==> config.mk <==
export PLATFORM = sky130hd
export DESIGN_NAME = par_to_ser_stream
export DESIGN_NICKNAME = d
export VERILOG_FILES = /design/src/rtl/par_to_ser_stream_pkg.sv /design/src/rtl/par_to_ser_stream_word_buffer.sv /design/src/rtl/par_to_ser_stream.sv
export SDC_FILE = /design/constraint.sdc
export NUM_CORES = 1
export LEC_CHECK = 0
export ABC_AREA = 1
export BUFFER_PORTS_ARGS = -buffer_cell sky130_fd_sc_hd__buf_2
export CORE_MARGIN = 2
export CORE_UTILIZATION = 40
export CTS_CLUSTER_DIAMETER = 80
export DETAILED_ROUTE_END_ITERATION = 10
export PLACE_DENSITY = 0.71
export REMOVE_ABC_BUFFERS = 1
export SETUP_SLACK_MARGIN = 0.05
export SLEW_MARGIN = 10
export SYNTH_ARGS = -nofsm -noshare
export SYNTH_HDL_FRONTEND = slang
export SYNTH_SLANG_ARGS = --single-unit
export TNS_END_PERCENT = 1
==> constraint.sdc <==
create_clock -name clk -period 2.8 [get_ports clk]
set_input_delay 0.28 -clock clk [delete_from_list [all_inputs] [get_ports clk]]
set_output_delay 0.28 -clock clk [all_outputs]
set_load 0.02 [all_outputs]
==> src/rtl/par_to_ser_stream_pkg.sv <==
// Shared types and constants for the parallel-to-serial stream block.
package par_to_ser_stream_pkg;

   // Default parallel word width.
   localparam int P2S_SERIAL_LEN = 8;

   // Widest word any instance may use; buffer entries are sized to this.
   localparam int P2S_MAX_W = 64;

   // Shifter FSM: empty or holding a word that is being serialised.
   typedef enum logic {
      P2S_IDLE  = 1'b0,
      P2S_SHIFT = 1'b1
   } p2s_state_e;

   // One parked word together with the bit order it was submitted with.
   typedef struct packed {
      logic [P2S_MAX_W-1:0] data;
      logic                 lsb_first;
   } p2s_entry_t;

endpackage : par_to_ser_stream_pkg

==> src/rtl/par_to_ser_stream_word_buffer.sv <==
// One-entry holding buffer: parks the next word while the shifter is busy.
module p2s_word_buffer
   import par_to_ser_stream_pkg::*;
(
   input  logic       clk,
   input  logic       rst_n,
   input  logic       wr_i,
   input  p2s_entry_t wr_entry_i,
   input  logic       rd_i,
   input  logic       flush_i,
   output logic       full_o,
   output p2s_entry_t rd_entry_o
);

   logic       valid_q;
   p2s_entry_t entry_q;

   // Track occupancy; a write in the same cycle as a read refills the entry.
   always_ff @(posedge clk or negedge rst_n) begin
      if (!rst_n) begin
         // NOTE: the single data entry is reset too, so a discarded word can
         // never leak out and the outputs are known straight after reset.
         valid_q <= 1'b0;
         entry_q <= '0;
      end else if (flush_i) begin
         valid_q <= 1'b0;
      end else if (wr_i) begin
         // NOTE: state uses non-blocking assignments so every flop samples
         // the pre-edge values regardless of statement order.
         entry_q <= wr_entry_i;
         valid_q <= 1'b1;
      end else if (rd_i) begin
         valid_q <= 1'b0;
      end
   end

   assign full_o     = valid_q;
   assign rd_entry_o = entry_q;

endmodule : p2s_word_buffer

==> src/rtl/par_to_ser_stream.sv <==
// Parallel-to-serial converter with per-word bit order, frame markers,
// downstream stall and an optional one-word holding buffer.
module par_to_ser_stream
   import par_to_ser_stream_pkg::*;
#(
   parameter int DATA_W = P2S_SERIAL_LEN,
   parameter int BUF_EN = 1
) (
   input  logic              clk,
   input  logic              rst_n,
   input  logic              in_valid,
   input  logic [DATA_W-1:0] in_data,
   input  logic              in_lsb_first,
   output logic              in_ready,
   input  logic              ser_en,
   output logic              serial_out,
   output logic              serial_valid,
   output logic              frame_start,
   output logic              frame_end,
   output logic              busy
);

   localparam int                CNT_W    = $clog2(DATA_W);
   localparam logic [CNT_W-1:0] LAST_BIT = CNT_W'(DATA_W - 1);

   p2s_state_e        state_q;
   logic [DATA_W-1:0] shift_q;
   logic              lsb_q;
   logic [CNT_W-1:0]  bit_cnt_q;

   logic       buf_full;
   p2s_entry_t buf_entry;
   p2s_entry_t in_entry;
   logic       last_consume;
   logic       accept;
   logic       buf_wr;
   logic       buf_rd;

   // Handshake and buffer steering; in_ready never looks at in_valid.
   always_comb begin
      // NOTE: every combinational output gets a default first so no path
      // through the block leaves it unassigned (which would infer a latch).
      last_consume = 1'b0;
      in_ready     = 1'b0;
      accept       = 1'b0;
      buf_rd       = 1'b0;
      buf_wr       = 1'b0;
      in_entry     = '{data: P2S_MAX_W'(in_data), lsb_first: in_lsb_first};

      last_consume = (state_q == P2S_SHIFT) && ser_en && (bit_cnt_q == LAST_BIT);
      in_ready     = (state_q == P2S_IDLE) || last_consume
                     || ((BUF_EN != 0) && !buf_full);
      accept       = in_valid && in_ready;
      // The parked word moves into the shifter as the last bit leaves.
      buf_rd       = last_consume && buf_full;
      // A word goes to the buffer unless it bypasses straight into the shifter.
      buf_wr       = accept && (state_q == P2S_SHIFT) && !(last_consume && !buf_full);
   end

   // Shifter FSM: load, shift on ser_en, reload or bypass at the last bit.
   always_ff @(posedge clk or negedge rst_n) begin
      if (!rst_n) begin
         state_q   <= P2S_IDLE;
         shift_q   <= '0;
         lsb_q     <= 1'b0;
         bit_cnt_q <= '0;
      end else begin
         case (state_q)
            P2S_IDLE: begin
               if (accept) begin
                  state_q   <= P2S_SHIFT;
                  shift_q   <= in_data;
                  lsb_q     <= in_lsb_first;
                  bit_cnt_q <= '0;
               end
            end
            P2S_SHIFT: begin
               if (ser_en) begin
                  if (bit_cnt_q == LAST_BIT) begin
                     bit_cnt_q <= '0;
                     if (buf_full) begin
                        shift_q <= DATA_W'(buf_entry.data);
                        lsb_q   <= buf_entry.lsb_first;
                     end else if (accept) begin
                        shift_q <= in_data;
                        lsb_q   <= in_lsb_first;
                     end else begin
                        state_q <= P2S_IDLE;
                        shift_q <= '0;
                     end
                  end else begin
                     shift_q   <= lsb_q ? (shift_q >> 1) : (shift_q << 1);
                     bit_cnt_q <= bit_cnt_q + 1'b1;
                  end
               end
            end
            default: state_q <= P2S_IDLE;
         endcase
      end
   end

   // Optional holding buffer; without it only direct loads are possible.
   if (BUF_EN != 0) begin : g_buf
      p2s_word_buffer u_buf (
         .clk        (clk),
         .rst_n      (rst_n),
         .wr_i       (buf_wr),
         .wr_entry_i (in_entry),
         .rd_i       (buf_rd),
         .flush_i    (1'b0),
         .full_o     (buf_full),
         .rd_entry_o (buf_entry)
      );
   end else begin : g_nobuf
      assign buf_full  = 1'b0;
      assign buf_entry = '0;
   end

   // Outputs decode straight from registered state, so they clear with reset.
   assign serial_valid = (state_q == P2S_SHIFT);
   assign serial_out   = serial_valid && (lsb_q ? shift_q[0] : shift_q[DATA_W-1]);
   assign frame_start  = serial_valid && (bit_cnt_q == '0);
   assign frame_end    = serial_valid && (bit_cnt_q == LAST_BIT);
   assign busy         = serial_valid || buf_full;

endmodule : par_to_ser_stream

# Word level (Yosys, flattened, before mapping)
# Cells that the tools add are included.
# W data, S select, Z words.
[word_totals]
out_inout_bits = 6
register_bits = 23
[classes]
bitwise_logic = 1
addsub = 1
reduce_logical = 19
n_mux = 24
n_eq_ne = 4
[ops]
columns = ["operator", "count"]
rows = [
  ["$mux W8", 6],
  ["$pmux W8 S2", 1],
  ["$mux W1", 11],
  ["$logic_and A1 B1 Y1", 10],
  ["$mux W3", 3],
  ["$pmux W3 S2", 1],
  ["$ne A2 B2 Y1 const B", 2],
  ["$pmux W1 S2", 2],
  ["$reduce_and A2 Y1", 2],
  ["$add A3 B1 Y3 const B", 1],
  ["$eq A3 B3 Y1 const B", 1],
  ["$logic_not A3 Y1", 1],
  ["$logic_or A1 B1 Y1", 3],
  ["$logic_not A1 Y1", 2],
  ["$ne A2 B1 Y1 const B", 1],
  ["$reduce_bool A2 Y1", 1],
  ["$not A1 Y1", 1],
]

# Longest topological paths before layout
# Gate-level depths: netlist of run 1.
[depth]
word_depth = 10
depth_mapped = 8

# Modules after synthesis
# Synthesis of run 1 repeated with hierarchy kept, for this count alone.
[unflattened]
cells_unflattened = 451
hier_area_um2 = 3661.0
[modules_own_cells]
columns = ["module", "instances", "cells_each", "area_each_um2", "seq_area_each_um2"]
rows = [
  ["p2s_word_buffer", 1, 287, 2621.3, 1651.6],
  ["par_to_ser_stream", 1, 164, 1039.7, 325.3],
]

# Worst setup path after synthesis of run 1
# No wires, ideal clock.
[synth_path]
path_type = "register -> register"
start = "register bit_cnt_q[0]"
end = "register g_buf.u_buf.valid_q, in the netlist g_buf.u_buf.full_o"
setup_ps = 121
arrival_ps = 1443
n_path_buf = 1
required_ps = 2679
slack_ps = 1236
path_stages_with_launch = 8
cell_sequence = "dfrtp_1 -> ha_1 -> ha_1 -> nand2_2 -> nand3_2 -> nand3_4 -> buf_6 -> nand2_1"
[synth_between]
elab_chain_len = 8
elab_cells_between_ends = 12
classes_between = "eq/ne: 1; mux: 1; reduce/logical: 10"
[synth_rtl]
columns = ["element", "line_no", "source"]
rows = [
  ["start: declaration", "par_to_ser_stream.sv:29", "logic [CNT_W-1:0] bit_cnt_q;"],
  ["start signal: assignment", "par_to_ser_stream.sv:93", "bit_cnt_q <= bit_cnt_q + 1'b1;"],
  ["$eq A3 B3 Y1 *", "par_to_ser_stream.sv:50", "last_consume = (state_q == P2S_SHIFT) && ser_en && (bit_cnt_q == LAST_BIT);"],
  ["$logic_and A1 B1 Y1 *", "par_to_ser_stream.sv:50", ""],
  ["$logic_or A1 B1 Y1 *", "par_to_ser_stream.sv:51", "in_ready = (state_q == P2S_IDLE) || last_consume"],
  ["$logic_or A1 B1 Y1 *", "par_to_ser_stream.sv:52", "|| ((BUF_EN != 0) && !buf_full);"],
  ["via in_ready", "par_to_ser_stream.sv:14", "output logic in_ready,"],
  ["$logic_and A1 B1 Y1 *", "par_to_ser_stream.sv:53", "accept = in_valid && in_ready;"],
  ["$logic_and A1 B1 Y1 * (2 in series)", "par_to_ser_stream.sv:57", "buf_wr = accept && (state_q == P2S_SHIFT) && !(last_consume && !buf_full);"],
  ["$mux W1 / $reduce_bool A2 Y1 (equally long branches)", "n/a", ""],
  ["end signal: assignment", "par_to_ser_stream_word_buffer.sv:26", "valid_q <= 1'b0;"],
  ["end signal: assignment", "par_to_ser_stream_word_buffer.sv:31", "valid_q <= 1'b1;"],
  ["end signal: assignment", "par_to_ser_stream_word_buffer.sv:33", "valid_q <= 1'b0;"],
  ["end: declaration", "par_to_ser_stream_word_buffer.sv:15", "logic valid_q;"],
]
# The timed path passes the listed nets; every way through them passes the cells marked *.
# A chain may end at the register's enable or synchronous reset.

# Worst setup path after layout of run 1
[layout_path]
start = "register bit_cnt_q[0]"
end = "output port frame_end"
[layout_between]
elab_chain_len = 2
[layout_rtl]
columns = ["element", "line_no", "source"]
rows = [
  ["$eq A3 B3 Y1", "par_to_ser_stream.sv:123", "assign frame_end = serial_valid && (bit_cnt_q == LAST_BIT);"],
  ["$logic_and A1 B1 Y1", "par_to_ser_stream.sv:123", ""],
  ["end: declaration", "par_to_ser_stream.sv:19", "output logic frame_end,"],
]
# Every way passes these cells.

==> results.py, run 1 <==
metrics = {
    "finish": {
        "fin_nets": 234,
        "fin_util_pct": 46.8,
        "ant_cells": 0,
        "layout-drive-gt1-share_pct": 18.4,
        "design_area_um2": 1590,
        "n_fill_cell": 357,
        "layout-area-overhead-vs-synth_pct": 10.1,
    },
    "grt": {
        "globalRoute.totalOverflow": 0,
        "global_route.usage.total_pct": 16.3,
        "number_of_global_route_vias_before_repair": 1166,
        "grt_first_pass_wirelength_um": 5260,
        "grt_start_max_net_pins": 24,
        "grt_antenna_before_repair": 0,
    },
    "setup_path": {
        "critPathRequiredTime_ns": 2.52,
        "path_class": "flip-flop to primary output",
        "ff2ff_setup_slack_ns": 1.10,
        "worstPathArrival_ns": 1.67,
        "cp_cell_sequence": "ha_1 -> ha_1 -> nand2_1 -> inv_2 -> buf_2",
        "critical_path.endpoint_type": "primary output",
        "critical_path_peak_fanout": 7,
        "critPathLaunchType": "flip-flop",
        "critical-path-top-cell-by-count": "sky130_fd_sc_hd__ha_1",
        "slowest_delay_ns": 0.40,
        "cpMaxStageDelayCell": "sky130_fd_sc_hd__dfrtp_1",
    },
    "logic_synthesis": {
        "post-synth-top-count-cell": "sky130_fd_sc_hd__nand2_1",
        "synth.yosys.seq_area_share_pct": 40.0,
        "synth_enable_flop_cells": 0,
        "synth_top_area_share_pct": 40.0,
        "synth_async_sr_flop_share_pct": 100,
        "synth_area_per_cell_um2": 7.24,
        "synth.ff_latch_count": 23,
        "ys.flop_type": "sky130_fd_sc_hd__dfrtp_1",
        "ys_types": 21,
        "synth_area_leaders": "sky130_fd_sc_hd__dfrtp_1 (40%), sky130_fd_sc_hd__nand2_1 (14%), sky130_fd_sc_hd__inv_1 (7.8%)",
        "syn_area_um2": 1440,
        "syn-instance-count": 199,
        "yosysTopAreaCell": "sky130_fd_sc_hd__dfrtp_1",
        "synth_common_cells": "sky130_fd_sc_hd__nand2_1 (54), sky130_fd_sc_hd__inv_1 (30), sky130_fd_sc_hd__dfrtp_1 (23), sky130_fd_sc_hd__nor2_1 (22), sky130_fd_sc_hd__nand3_1 (18)",
        "synth-warning-count": 0,
    },
    "route": {
        "drtAntennaViolNets": 0,
        "drcViolationCount": 0,
        "via_count": 1257,
        "routed_via_density": 4.78,
        "starting_drc_count_in_detailed_routing": 77,
        "detailedRoute.firstPassIterationCount": 4,
        "route.final.wire_length_um": 2980,
        "wl_per_cell_um": 11.3,
    },
    "floorplanning": {
        "fp-row-count": 21,
        "chip_height_um": 64,
        "pin_count": 19,
        "initial_core_util_pct": 42.5,
        "design.die.area_um2": 4100,
        "dieWidth_um": 64,
        "area_of_the_core_um2": 3390,
    },
    "sta": {
        "timing.final.ws_setup_ns": 0.848,
        "setup_violations": 0,
        "minimum_clock_period_after_layout_ns": 1.95,
        "fmaxAchievable_mhz": 512,
        "timing.hold.ws_ns": 0.211,
        "fin_skew_ns": 0.00410,
        "slew_viol_final": 0,
        "setup_repair_after_global_routing_missed_its_margin": "no",
        "slew_headroom_pct": 64.6,
        "setup_tns_ns": 0,
        "hold_viol_final": 0,
        "finalCritPeriodShare_pct": 69.7,
        "worst_slew_pin_slew_ns": 0.532,
    },
    "clocking": {
        "tritoncts.num_buffers": 3,
        "post_cts_resize_count": 0,
        "post-cts-setup-buffers": 0,
        "latest_clock_arrival_within_the_worst_skew_pair_ns": 0.32,
        "clock_pin_transition_on_the_worst_setup_and_hold_timing_paths_ns": 0.13,
        "hold_buffers": 1,
        "clock_tree.buffer_depth": 2,
        "tritoncts": "built",
        "clock_sink_count": 23,
        "cts.htree.levels": 1,
        "clk_root_buffer_cell": "sky130_fd_sc_hd__clkbuf_4",
    },
    "run_status": {
        "run_status": "completed",
    },
    "placement": {
        "placedInstanceArea_um2": 1550,
        "globalplace.congestion": 0.830,
        "post-place-ws_ns": 1.11,
        "hpwl_um": 2250,
        "numPortBuffers": 18,
    },
    "power": {
        "power-per-cell-area_nw_per_um2": 843,
        "ir_drop_mv": 0.362,
        "p_leak_nw": 0.872,
    },
    "worst_hold_path": {
        "min_path_type": "input port to flip-flop",
    },
    "run": {
        "max_cap_violations": 0,
    },
}
[cell families after synthesis]
logic type               count (synthesis)  synth area share [%]
buffers and inverters                   38                  11.3
flip-flops                              23                  40.0
AND/OR/NAND/NOR                        102                  31.3
AO/OA/AOI/OAI                           33                  14.9
adder cells (fa/ha/maj)                  3                  2.61
[placed cells by master (no fill, tap or decap), types with 3 or more instances in the layout]
| cell | netlist | final |
|---|---|---|
| sky130_fd_sc_hd__a21oi_1 | 3 | 3 |
| sky130_fd_sc_hd__clkbuf_4 | 0 | 3 |
| sky130_fd_sc_hd__o21ai_0 | 15 | 15 |
| sky130_fd_sc_hd__dfrtp_1 | 23 | 23 |
| sky130_fd_sc_hd__nand2_2 | 3 | 3 |
| sky130_fd_sc_hd__a21o_1 | 6 | 6 |
| sky130_fd_sc_hd__ha_1 | 3 | 3 |
| sky130_fd_sc_hd__nand3_1 | 18 | 18 |
| sky130_fd_sc_hd__nor2_1 | 22 | 22 |
| sky130_fd_sc_hd__inv_1 | 30 | 30 |
| sky130_fd_sc_hd__buf_2 | 1 | 18 |
| sky130_fd_sc_hd__nand2_1 | 54 | 54 |
| sky130_fd_sc_hd__o21ai_2 | 9 | 9 |
| sky130_fd_sc_hd__inv_2 | 3 | 3 |
[critical path: cells and delay by family, from the launching register on]
| family | cells | cell delay [ns] |
|---|---|---|
| adder cells (fa/ha/maj) | 2 | 0.47 |
| flip-flops | 1 | 0.40 |
| AND/OR/NAND/NOR | 1 | 0.26 |
| buffers and inverters | 2 | 0.23 |
[layer usage]
metal	wire length (um)	up-vias	global-route usage, %
li1	-	653	-
met3	125	4	3.87
met4	21	0	3.26
met5	0	-	0
met2	1380	23	28.1
met1	1450	577	20.6
[layout make-up]
type	count	area, um^2	area share, %
Multi-Input combinational cell	138	702	44.3
Tap cell	46	57.6	3.63
Timing Repair Buffer	19	100	6.31
Clock buffer	4	26.3	1.66
Inverter	33	124	7.81
Sequential cell	23	576	36.3
[where the power goes]
group	switching (W)	internal (W)	total, W
logic	0.000367	0.000238	0.000604
clock network	0.000103	0.0000558	0.000159
registers	0.000104	0.000469	0.000574
[final timing paths]
| kind | start | endpoint | cells past startpoint |
|---|---|---|---|
| min in group asynchronous | rst_n | g_buf.u_buf.rd_entry_o[5]$_DFFE_PN0P_ | 2 |
| hold / removal | in_data[6] | g_buf.u_buf.rd_entry_o[7]$_DFFE_PN0P_ | 3 |
| max in group asynchronous | rst_n | bit_cnt_q[2]$_DFFE_PN0P_ | 2 |
| setup reg to reg | bit_cnt_q[0]$_DFFE_PN0P_ | g_buf.u_buf.rd_entry_o[0]$_DFFE_PN0P_ | 8 |
| hold reg to reg | g_buf.u_buf.rd_entry_o[8]$_DFFE_PN0P_ | g_buf.u_buf.rd_entry_o[8]$_DFFE_PN0P_ | 2 |
| setup / recovery | bit_cnt_q[0]$_DFFE_PN0P_ | frame_end | 5 |
[state kept, by name (all words and copies together), names as in the netlist]
| name | cells |
|---|---|
| serial_valid | 1 |
| bit_cnt_q | 3 |
| lsb_q | 1 |
| g_buf.u_buf.full_o | 1 |
| g_buf.u_buf.rd_entry_o | 9 |
| shift_q | 8 |
[per-stage QoR]
step | power (W) | std cells
finish | 0.00134 | 263
CTS | 0.00136 | 263
global placement | 0.00117 | 258
floorplan | 0.00103 | 194
detailed placement | 0.00119 | 258
global route | 0.00147 | 263
Note: power is estimated with default switching activity, not from simulation.
==> run 2: changes to the inputs <==
==> constraint.sdc (replaced) <==
create_clock -name clk -period 1.9 [get_ports clk]
set_input_delay 0.19 -clock clk [delete_from_list [all_inputs] [get_ports clk]]
set_output_delay 0.19 -clock clk [all_outputs]
set_load 0.02 [all_outputs]
==> results.py, run 2 (synthesis results as in run 1) <==
metrics = {
    "sta": {
        "setup_repair_after_global_routing_missed_its_margin": "no",
        "setup_tns_ns": 0,
        "timing.final.ws_setup_ns": 0.186,
        "fmaxAchievable_mhz": 583,
        "hold_viol_final": 0,
        "slew_headroom_pct": 65.0,
        "minimum_clock_period_after_layout_ns": 1.71,
        "slew_viol_final": 0,
        "fin_skew_ns": 0.00318,
        "worst_slew_pin_slew_ns": 0.525,
        "setup_violations": 0,
        "finalCritPeriodShare_pct": 90.2,
    },
    "route": {
        "via_count": 1271,
        "routed_via_density": 4.83,
        "drcViolationCount": 0,
        "route.final.wire_length_um": 2980,
        "drtAntennaViolNets": 0,
        "detailedRoute.firstPassIterationCount": 4,
        "starting_drc_count_in_detailed_routing": 63,
        "wl_per_cell_um": 11.3,
    },
    "grt": {
        "grt_first_pass_wirelength_um": 5380,
        "grt_start_max_net_pins": 24,
        "globalRoute.totalOverflow": 0,
        "global_route.usage.total_pct": 16.6,
        "number_of_global_route_vias_before_repair": 1234,
        "grt_antenna_before_repair": 0,
    },
    "placement": {
        "dp_cells": 258,
        "globalplace.congestion": 0.807,
        "post-place-ws_ns": 0.222,
        "numPortBuffers": 18,
        "hpwl_um": 2190,
    },
    "setup_path": {
        "critPathRequiredTime_ns": 1.71,
        "path_class": "flip-flop to primary output",
        "worst_reg_to_reg_path_cell_count": 8,
        "critPathLaunchType": "flip-flop",
        "critical_path_peak_fanout": 4,
        "critical_path.endpoint_type": "primary output",
        "worstPathArrival_ns": 1.52,
    },
    "run": {
        "max_cap_violations": 0,
    },
    "clocking": {
        "tritoncts": "built",
        "latest_clock_arrival_within_the_worst_skew_pair_ns": 0.32,
        "clock_tree.buffer_depth": 2,
        "clk_root_buffer_cell": "sky130_fd_sc_hd__clkbuf_4",
        "tritoncts.num_buffers": 3,
        "post-cts-setup-buffers": 0,
        "clock_pin_transition_on_the_worst_setup_and_hold_timing_paths_ns": 0.13,
        "cts.htree.levels": 1,
        "clock_sink_count": 23,
    },
    "worst_hold_path": {
        "min_path_type": "input port to flip-flop",
        "worstHoldPathCells": 3,
    },
    "finish": {
        "layout-area-overhead-vs-synth_pct": 10.4,
        "n_fill_cell": 359,
        "fin_nets": 234,
        "ant_cells": 0,
        "layout_common_cells": "sky130_fd_sc_hd__nand2_1 (53), sky130_fd_sc_hd__inv_1 (30), sky130_fd_sc_hd__dfrtp_1 (23)",
        "ff_latch_area_um2": 576,
        "layout.cells.non_filler": 263,
        "mostFrequentLayoutCell": "sky130_fd_sc_hd__nand2_1",
        "layout-drive-gt1-share_pct": 19.4,
        "total_area_of_multi_input_combinational_cells_um2": 707,
        "largest_register_ff_count": 9,
    },
    "floorplanning": {
        "chip_height_um": 64,
        "design.die.area_um2": 4100,
        "initial_core_util_pct": 42.5,
        "fp-row-count": 21,
        "dieWidth_um": 64,
        "pin_count": 19,
        "area_of_the_core_um2": 3390,
    },
    "run_status": {
        "run_status": "completed",
    },
    "power": {
        "ir_drop_mv": 0.877,
        "power-per-cell-area_nw_per_um2": 1240,
        "total_power_w": 0.00197,
        "p_leak_nw": 0.870,
    },
}
## run 2: cell counts in the layout (fill, tap and decap cells not counted)
No cell type changed its count.
## run 2: path summary, 6_finish.rpt
check | to | slack [ns] | from
min in group asynchronous | g_buf.u_buf.rd_entry_o[2]$_DFFE_PN0P_ | 0.36 | rst_n
max in group asynchronous | shift_q[1]$_DFFE_PN0P_ | 1.19 | rst_n
worst max register to register | g_buf.u_buf.rd_entry_o[5]$_DFFE_PN0P_ | 0.27 | bit_cnt_q[0]$_DFFE_PN0P_
worst max-delay path | in_ready | 0.19 | bit_cnt_q[0]$_DFFE_PN0P_
worst min-delay path | g_buf.u_buf.rd_entry_o[4]$_DFFE_PN0P_ | 0.12 | in_data[3]
worst min register to register | g_buf.u_buf.rd_entry_o[1]$_DFFE_PN0P_ | 0.50 | g_buf.u_buf.rd_entry_o[1]$_DFFE_PN0P_
## run 2: power by group
| group | leakage (nW) | total, W | switching (W) | internal, W |
|---|---|---|---|---|
| Clock | 0.0150 | 0.000237 | 0.000155 | 0.0000822 |
| Sequential | 0.266 | 0.000841 | 0.000149 | 0.000692 |
| Combinational | 0.589 | 0.000891 | 0.000540 | 0.000352 |
## run 2: what timing repair did
item                                    in CTS  in global routing
endpoints found under the setup margin       1                  6
hold buffers                                 1                  0
resized for setup                            1                  1
endpoints found under the hold margin       23                  0
## run 2: through the flow
| stage | instance area (um^2) | hold WS, ns | util (%) |
|---|---|---|---|
| floorplan | 1400 | -0.106 | - |
| global placement | 1550 | 0.196 | 45.7 |
| detailed placement | 1550 | 0.205 | 45.7 |
| CTS | 1590 | 0.108 | 46.8 |
| global route | 1590 | 0.112 | 46.9 |
| finish | 1590 | 0.118 | 46.9 |
## run 2: per-layer routing
| layer | GRT usage, % | wire length, um |
|---|---|---|
| met5 | 0 | 0 |
| met4 | 2.45 | 16 |
| met3 | 4.58 | 134 |
| met2 | 28.3 | 1370 |
| met1 | 21.3 | 1460 |
## run 2: critical path, cell delays in order, from the launching register on
cell	delay, ns
sky130_fd_sc_hd__dfrtp_1	0.40
sky130_fd_sc_hd__ha_1	0.20
sky130_fd_sc_hd__ha_2	0.21
sky130_fd_sc_hd__nand2_2	0.09
sky130_fd_sc_hd__nand3_2	0.10
sky130_fd_sc_hd__buf_2	0.20
## run 2: layout make-up
class	instances	share of cell area, %
clock buffers	4	1.65
inverters	33	7.79
multi-input cells	138	44.5
flip-flops and latches	23	36.2
well taps	46	3.62
repair buffers	19	6.29
==> run 3: changes to the inputs <==
--- a/config.mk
+++ b/config.mk
@@ -8,10 +8,11 @@
 export ABC_AREA = 1
 export BUFFER_PORTS_ARGS = -buffer_cell sky130_fd_sc_hd__buf_2
 export CORE_MARGIN = 2
-export CORE_UTILIZATION = 40
+export CORE_UTILIZATION = 58
+export CTS_BUF_LIST = sky130_fd_sc_hd__clkbuf_4
 export CTS_CLUSTER_DIAMETER = 80
 export DETAILED_ROUTE_END_ITERATION = 10
-export PLACE_DENSITY = 0.71
+export PLACE_DENSITY = 0.92
 export REMOVE_ABC_BUFFERS = 1
 export SETUP_SLACK_MARGIN = 0.05
 export SLEW_MARGIN = 10
==> results.py, run 3 (synthesis results as in run 1) <==
metrics = {
    "sta": {
        "setup_tns_ns": 0,
        "slew_viol_final": 0,
        "worst_slew_pin_slew_ns": 0.493,
        "slew_headroom_pct": 67.1,
        "fmaxAchievable_mhz": 583,
        "minimum_clock_period_after_layout_ns": 1.71,
        "finalCritPeriodShare_pct": 90.2,
        "hold_viol_final": 0,
        "setup_violations": 0,
        "setup_repair_after_global_routing_missed_its_margin": "no",
        "fin_skew_ns": 0.00255,
    },
    "floorplanning": {
        "fp-row-count": 18,
        "pin_count": 19,
        "area_of_the_core_um2": 2410,
        "dieWidth_um": 53.8,
        "chip_height_um": 53.8,
        "design.die.area_um2": 2900,
        "initial_core_util_pct": 59.8,
    },
    "finish": {
        "total_area_of_multi_input_combinational_cells_um2": 707,
        "ant_cells": 0,
        "layout-area-overhead-vs-synth_pct": 9.30,
        "mostFrequentLayoutCell": "sky130_fd_sc_hd__nand2_1",
        "layout-drive-gt1-share_pct": 19.8,
        "design_area_um2": 1570,
        "largest_register_ff_count": 9,
        "n_fill_cell": 201,
        "fin_nets": 234,
        "layout_common_cells": "sky130_fd_sc_hd__nand2_1 (53), sky130_fd_sc_hd__inv_1 (30), sky130_fd_sc_hd__dfrtp_1 (23)",
        "ff_latch_area_um2": 576,
    },
    "power": {
        "power-per-cell-area_nw_per_um2": 1270,
        "p_leak_nw": 0.873,
        "ir_drop_mv": 0.881,
    },
    "route": {
        "wl_per_cell_um": 11.6,
        "route.final.wire_length_um": 2860,
        "drtAntennaViolNets": 0,
        "via_count": 1272,
        "routed_via_density": 5.15,
        "drcViolationCount": 0,
        "detailedRoute.firstPassIterationCount": 4,
        "starting_drc_count_in_detailed_routing": 31,
    },
    "setup_path": {
        "ff2ff_setup_slack_ns": 0.23,
        "critical_path.endpoint_type": "primary output",
        "timing.rr.end": "g_buf.u_buf.rd_entry_o[1]$_DFFE_PN0P_",
        "timing.rr.start": "bit_cnt_q[0]$_DFFE_PN0P_",
        "path_class": "flip-flop to primary output",
        "worst_reg_to_reg_path_cell_count": 8,
        "critical_path_peak_fanout": 4,
        "critPathLaunchType": "flip-flop",
        "worstPathArrival_ns": 1.52,
        "critPathRequiredTime_ns": 1.71,
    },
    "grt": {
        "grt_first_pass_wirelength_um": 4750,
        "number_of_global_route_vias_before_repair": 1135,
        "grt_start_max_net_pins": 24,
        "global_route.usage.total_pct": 22.6,
        "globalRoute.totalOverflow": 0,
        "grt_antenna_before_repair": 0,
    },
    "placement": {
        "numPortBuffers": 18,
        "hpwl_um": 2140,
        "placedInstanceArea_um2": 1530,
        "globalplace.congestion": 0.849,
    },
    "worst_hold_path": {
        "worstHoldPathCells": 3,
        "hold_path_startpoint": "in_data[3]",
        "sink_of_the_worst_hold_path": "g_buf.u_buf.rd_entry_o[4]$_DFFE_PN0P_",
        "min_path_type": "input port to flip-flop",
    },
    "clocking": {
        "cts.htree.levels": 1,
        "clk_root_buffer_cell": "sky130_fd_sc_hd__clkbuf_4",
        "clock_tree.buffer_depth": 2,
        "clock_pin_transition_on_the_worst_setup_and_hold_timing_paths_ns": 0.12,
        "post-cts-setup-buffers": 0,
        "latest_clock_arrival_within_the_worst_skew_pair_ns": 0.32,
        "tritoncts.num_buffers": 3,
        "tritoncts": "built",
        "clock_sink_count": 23,
    },
    "run_status": {
        "run_status": "completed",
    },
    "run": {
        "max_cap_violations": 0,
    },
}
-- run 3: area by class of cell --
cell class | instances | area share [%]
well taps | 30 | 2.38
repair buffers | 19 | 6.36
multi-input cells | 138 | 44.9
flip-flops and latches | 23 | 36.6
clock buffers | 4 | 1.91
inverters | 33 | 7.87
-- run 3: critical path, stage by stage (launching register included) --
cell                      delay (ns)
sky130_fd_sc_hd__dfrtp_1        0.41
sky130_fd_sc_hd__ha_1           0.20
sky130_fd_sc_hd__ha_2           0.21
sky130_fd_sc_hd__nand2_2        0.09
sky130_fd_sc_hd__nand3_2        0.10
sky130_fd_sc_hd__buf_2          0.19
-- run 3: worst max-delay path by stage --
| stage | from | end | cells past startpoint |
|---|---|---|---|
| 5_1_grt | bit_cnt_q[1]$_DFFE_PN0P_ | frame_end | 5 |
| 4_1_cts | bit_cnt_q[0]$_DFFE_PN0P_ | frame_end | 5 |
| 6_report | bit_cnt_q[0]$_DFFE_PN0P_ | in_ready | 5 |
| 3_5_place_dp | bit_cnt_q[0]$_DFFE_PN0P_ | g_buf.u_buf.rd_entry_o[2]$_DFFE_PN0P_ | 8 |
| 2_1_floorplan | bit_cnt_q[0]$_DFFE_PN0P_ | g_buf.u_buf.rd_entry_o[0]$_DFFE_PN0P_ | 8 |
| 3_3_place_gp | bit_cnt_q[0]$_DFFE_PN0P_ | g_buf.u_buf.rd_entry_o[4]$_DFFE_PN0P_ | 8 |
-- run 3: metrics by stage --
stage | utilization [%] | worst slack [ns] | total power, W | cells | hold WS, ns
CTS | 65.1 | 0.0626 | 0.00200 | 247 | 0.125
global route | 65.3 | 0.0991 | 0.00219 | 247 | 0.118
floorplan | - | 0.348 | 0.00152 | 194 | -0.106
finish | 65.3 | 0.185 | 0.00200 | 247 | 0.116
global placement | 63.4 | 0.297 | 0.00170 | 242 | 0.181
detailed placement | 63.4 | 0.193 | 0.00175 | 242 | 0.177
-- run 3: layer usage --
layer	share of wire (%)	global-route usage, %
met1	44	27.3
met2	50	38.2
met3	5.5	6.39
met4	1.2	8.12
met5	0	0
-- run 3: power breakdown --
group / switching (W) / internal, W
combinational: 0.000551 / 0.000353
clock: 0.000147 / 0.0000967
sequential: 0.000157 / 0.000692
-- run 3: repair_timing --
item / 4_1_cts / 5_1_grt
endpoints found under the hold margin: 23 / 0
endpoints found under the setup margin: 0 / 3
hold buffers: 1 / 0
resized for setup: 0 / 2
